==> config.mk <==
export PLATFORM = sky130hd
export DESIGN_NAME = vga_timing_gen
export DESIGN_NICKNAME = d
export VERILOG_FILES = /design/src/rtl/vga_timing_gen.sv
export SDC_FILE = /design/constraint.sdc
export NUM_CORES = 1
export LEC_CHECK = 0
export BUFFER_PORTS_ARGS = -buffer_cell sky130_fd_sc_hd__buf_4
export CORE_MARGIN = 8
export CORE_UTILIZATION = 54
export DETAILED_ROUTE_END_ITERATION = 8
export PLACE_DENSITY = 0.77
export SYNTH_ARGS = -nofsm -noshare
export SYNTH_HDL_FRONTEND = slang
export SYNTH_SLANG_ARGS = --single-unit
==> constraint.sdc <==
create_clock -name vga_clk -period 2.6 [get_ports vga_clk]
set_input_delay 0.13 -clock vga_clk [delete_from_list [all_inputs] [get_ports vga_clk]]
set_output_delay 0.13 -clock vga_clk [all_outputs]
set_load 0.005 [all_outputs]
==> src/rtl/vga_timing_gen.sv <==
// Free-running VGA raster generator: pixel/line counters, active-video and sync decodes,
// sync/blank delay line to line up with mapper latency, and frame bookkeeping.
module vga_timing_gen #(
    parameter int H_VISIBLE = 640,
    parameter int H_FP      = 16,
    parameter int H_SYNC    = 96,
    parameter int H_BP      = 48,
    parameter int V_VISIBLE = 480,
    parameter int V_FP      = 10,
    parameter int V_SYNC    = 2,
    parameter int V_BP      = 33,
    parameter int PIPE_DLY  = 2
) (
    input  logic        vga_clk,
    input  logic        reset,
    output logic [9:0]  DrawX,
    output logic [9:0]  DrawY,
    output logic        blank,
    output logic        blank_dly,
    output logic        hs,
    output logic        vs,
    output logic        line_tick,
    output logic        frame_tick,
    output logic [15:0] frame_count
);
    localparam int H_TOTAL = H_VISIBLE + H_FP + H_SYNC + H_BP;
    localparam int V_TOTAL = V_VISIBLE + V_FP + V_SYNC + V_BP;

    localparam logic [10:0] H_VIS_C    = 11'(H_VISIBLE);
    localparam logic [10:0] V_VIS_C    = 11'(V_VISIBLE);
    localparam logic [10:0] HS_START_C = 11'(H_VISIBLE + H_FP);
    localparam logic [10:0] HS_END_C   = 11'(H_VISIBLE + H_FP + H_SYNC);
    localparam logic [10:0] VS_START_C = 11'(V_VISIBLE + V_FP);
    localparam logic [10:0] VS_END_C   = 11'(V_VISIBLE + V_FP + V_SYNC);
    localparam logic [9:0]  H_LAST_C   = 10'(H_TOTAL - 1);
    localparam logic [9:0]  V_LAST_C   = 10'(V_TOTAL - 1);

    // {hs, vs, blank} value held by every delay stage out of reset
    localparam logic [2:0]  PIPE_RST   = 3'b110;

    if (H_TOTAL > 1024 || V_TOTAL > 1024) begin : g_bad_totals
        $error("vga_timing_gen: H_TOTAL=%0d / V_TOTAL=%0d exceed 1024", H_TOTAL, V_TOTAL);
    end

    if (PIPE_DLY < 0 || PIPE_DLY > 7) begin : g_bad_dly
        $error("vga_timing_gen: PIPE_DLY=%0d outside 0..7", PIPE_DLY);
    end

    logic [9:0]  hc;
    logic [9:0]  vc;
    logic        h_end;
    logic        v_end;
    logic        active;
    logic        hs_raw;
    logic        vs_raw;
    logic [2:0]  pipe_in;
    logic [2:0]  pipe_out;
    logic [15:0] frame_cnt;

    assign h_end = (hc == H_LAST_C);
    assign v_end = (vc == V_LAST_C);

    always_ff @(posedge vga_clk) begin
        if (reset) begin
            hc <= '0;
            vc <= '0;
        end else if (h_end) begin
            hc <= '0;
            vc <= v_end ? 10'd0 : vc + 10'd1;
        end else begin
            hc <= hc + 10'd1;
        end
    end

    assign active = ({1'b0, hc} < H_VIS_C) && ({1'b0, vc} < V_VIS_C);
    assign hs_raw = !(({1'b0, hc} >= HS_START_C) && ({1'b0, hc} < HS_END_C));
    assign vs_raw = !(({1'b0, vc} >= VS_START_C) && ({1'b0, vc} < VS_END_C));

    // Reset gates the same-cycle flags so nothing downstream sees a stale raster position.
    assign blank      = !reset && active;
    assign line_tick  = !reset && (hc == 10'd0);
    assign frame_tick = !reset && (hc == 10'd0) && ({1'b0, vc} == V_VIS_C);

    always_ff @(posedge vga_clk) begin
        if (reset) begin
            frame_cnt <= '0;
        end else if (frame_tick) begin
            frame_cnt <= frame_cnt + 16'd1;
        end
    end

    assign pipe_in = {hs_raw, vs_raw, blank};

    if (PIPE_DLY == 0) begin : g_no_dly
        assign pipe_out = pipe_in;
    end else begin : g_dly
        logic [2:0] stage [PIPE_DLY];

        always_ff @(posedge vga_clk) begin
            if (reset) begin
                for (int i = 0; i < PIPE_DLY; i++) begin
                    stage[i] <= PIPE_RST;
                end
            end else begin
                stage[0] <= pipe_in;
                for (int i = 1; i < PIPE_DLY; i++) begin
                    stage[i] <= stage[i-1];
                end
            end
        end

        assign pipe_out = stage[PIPE_DLY-1];
    end

    assign hs          = reset || pipe_out[2];
    assign vs          = reset || pipe_out[1];
    assign blank_dly   = !reset && pipe_out[0];
    assign DrawX       = hc;
    assign DrawY       = vc;
    assign frame_count = frame_cnt;
endmodule

==> impl_metrics.py <==
metrics = {
    "global_route": {
        "antenna_found_initial": 0,
        "grt_max_degree": 39,
        "grt_pass1_wl_mm": 7.97,
        "grt-ovfl-total": 0,
        "grt_usage": 0.156,
        "grt_pass1_vias": 1769,
    },
    "setup_path": {
        "r2r_end": "frame_count[10]",
        "worstPathArrival_ps": 2680,
        "crit_required_ps": 2830,
        "ff2ff_path_depth": 7,
        "worst-path-max-fanout": 27,
        "worstReg2RegStart": "DrawX[1]",
        "crit_type": "reg2reg",
        "start_kind": "flop",
        "r2r_slack_ps": 150,
        "end_kind": "flop",
    },
    "logic_synthesis": {
        "synth_fp_nets": 246,
        "synth.area.mux_share": 0.0275,
        "ys_seq_area_frac": 0.410,
        "yosys_warnings": 0,
        "syn-cell-area_um2": 2050,
        "synth_top_family_by_area": "simple AND/OR/NAND/NOR gates",
        "yosys.area_share.adder": 0.0305,
        "syn_inst": 239,
        "async_reset_ff_frac": 0,
        "syn_avg_cell_area_um2": 8.58,
        "ys_types": 34,
        "synth_compound_area_frac": 0.101,
        "ys.flop_type": "dfxtp_1",
        "ys_ff_latch": 42,
        "synth_enable_flop_cells": 0,
        "synth_xor_area_frac": 0.0470,
        "yosys.area_share.simple": 0.328,
    },
    "sta": {
        "layout_min_cycle_time_ps": 2450,
        "period_share": 0.944,
        "tightest_slew_ps": 421,
        "fin_ws_ps": 147,
        "setup_tns_ps": 0,
        "hold_violations": 0,
        "setup_violations": 0,
        "fin_skew_ps": 6.82,
        "max_freq_mhz": 408,
        "maxSlewViolCount": 0,
        "rsz0062_at_grt": "false",
        "relSlewSlack": 0.719,
    },
    "clock_tree": {
        "clock-sinks": 42,
        "cts_buffer_depth": 2,
        "cts-root-buf": "clkbuf_8",
        "cts_resized": 0,
        "cts.clk_slew.worst_paths_ps": 80,
        "h-tree-depth": 2,
        "numCtsBuffers": 5,
        "post_cts_buffers": 0,
        "hold_buffers": 0,
        "clock_latency_ps": 290,
        "cts_tree": "built",
    },
    "routing": {
        "drt-initial-drc-count": 129,
        "post-route-drc-count": 0,
        "routed_wirelength_mm": 4.55,
        "via_per_inst": 5.62,
        "dr.pass1.iters": 4,
        "num_vias": 1906,
        "wl_per_cell_um": 13.4,
        "ant_nets": 0,
    },
    "hold_path": {
        "hp-start": "reset",
        "hold_end": "DrawX[2]",
        "holdPathStages": 3,
        "hold_path.class": "in2reg",
    },
    "cells_and_area": {
        "drive_gt1_frac": 0.254,
        "area_delta_synth_final_pct": 24.6,
        "finish.utilization": 0.698,
        "antenna_cells": 0,
        "finalNetCount": 297,
    },
    "die": {
        "chipHeight_um": 77.6,
        "start_util": 0.560,
        "coreArea_um2": 3660,
        "rows": 22,
        "io_pins": 44,
        "dieArea_um2": 6030,
        "die_x_um": 77.6,
    },
    "pwr": {
        "power.density_nw_per_um2": 478,
        "leakagePower_nw": 0.991,
        "vdd_drop_max_uv": 350,
    },
    "place": {
        "post-place-ws_ps": 153,
        "port-buffer-count": 43,
        "hpwl_mm": 3.34,
        "globalplace.congestion": 0.850,
    },
    "run_status": {
        "status": "complete, no violations",
    },
    "job": {
        "maxCapViolCount": 0,
    },
}
## how the worst max path moves through the flow
| stage | startpoint | end | slack [ps] |
|---|---|---|---|
| 2_1_floorplan | DrawX[0] | frame_count[6] | 220 |
| 3_3_place_gp | DrawX[1] | frame_count[12] | 210 |
| 3_5_place_dp | DrawX[1] | frame_count[10] | 150 |
| 4_1_cts | DrawX[1] | frame_count[10] | 140 |
| 5_1_grt | DrawX[1] | frame_count[11] | 20 |
| 6_report | DrawX[1] | frame_count[10] | 150 |
## power breakdown
part	internal [W]	switching (W)
registers	0.000648	0.00000458
logic	0.0000245	0.0000359
clock network	0.000283	0.000225
total	0.000955	0.000266
## metal layers
layer  wire, um  track usage  up-vias  part of all wire
li1           -            -      969                 -
met1       2180        0.195      876              0.48
met2       2050        0.246       53              0.45
met3        264       0.0530        8             0.058
met4         53       0.0491        0             0.012
met5          0            0        -                 0
## sequential cells by signal, indices dropped and copies added, names as in the netlist
register     count
frame_count     16
DrawX           10
DrawY           10
g_dly.stage      6
## synthesized netlist by cell type (all sizes together), types with 6 or more instances
cell   count  share of area
buf        6          0.026
a21oi     18          0.044
nor2      22          0.040
o31ai     10          0.037
or3        9          0.027
o21ai      7          0.017
nand3     16          0.039
nand4      8          0.024
nor3      10          0.024
inv       12          0.022
xor2       6          0.026
nand2     11          0.020
or4       13          0.048
dfxtp     42           0.41
## through the flow
step	total power (W)	std cells	hold slack, ps	area, um^2
2_1_floorplan	0.000713	239	356	2050
3_3_place_gp	0.000728	331	390	2450
3_5_place_dp	0.000729	331	406	2450
4_1_cts	0.00123	339	343	2550
5_1_grt	0.00127	339	356	2550
6_report	0.00122	339	351	2550
## final cells by class
class / instances / area [um^2]
Fill cell: 330 / 1110
Multi-Input combinational cell: 175 / 1090
Sequential cell: 42 / 841
Timing Repair Buffer: 54 / 405
Clock buffer: 5 / 68.8
Tap cell: 48 / 60.1
Inverter: 12 / 45.0
Clock inverter: 3 / 40.0
## placed cells by master (no fill, tap or decap), types with 2 or more instances in the layout
master / synthesis / final
a21oi_1: 18 / 18
and3_1: 3 / 3
and4_1: 4 / 4
buf_4: 0 / 54
clkbuf_8: 0 / 5
clkinv_2: 0 / 2
dfxtp_1: 42 / 42
ha_1: 5 / 5
inv_1: 12 / 12
mux2_2: 5 / 5
nand2_1: 11 / 11
nand2b_1: 2 / 2
nand3_1: 16 / 16
nand4_1: 8 / 8
nor2_1: 22 / 22
nor2b_1: 5 / 5
nor3_1: 10 / 10
nor4_1: 3 / 3
o21ai_0: 7 / 7
o31ai_1: 10 / 10
or2_2: 5 / 5
or3_1: 9 / 9
or4_1: 13 / 13
or4b_1: 2 / 2
xnor2_1: 5 / 5
xor2_1: 6 / 6
## worst max-delay path: stages, from the launching register on
cell and delay, ps:
dfxtp_1 350, inv_1 60, ha_1 120, or4b_1 440, or4_1 520, buf_4 240
or4_1 520, a21oi_1 150
## kinds of logic (layout without fill, tap and decap cells)
kind of cell,Yosys count,in the layout
and+or+nand+nor,118,118
xor gates and xnor gates,11,11
buffers and inverters,22,74
muxes,5,5
DFF,42,42
AOI/OAI and AO/OA,36,36
adders and majority gates,5,5
No activity file was read; power rests on OpenSTA's default activity.
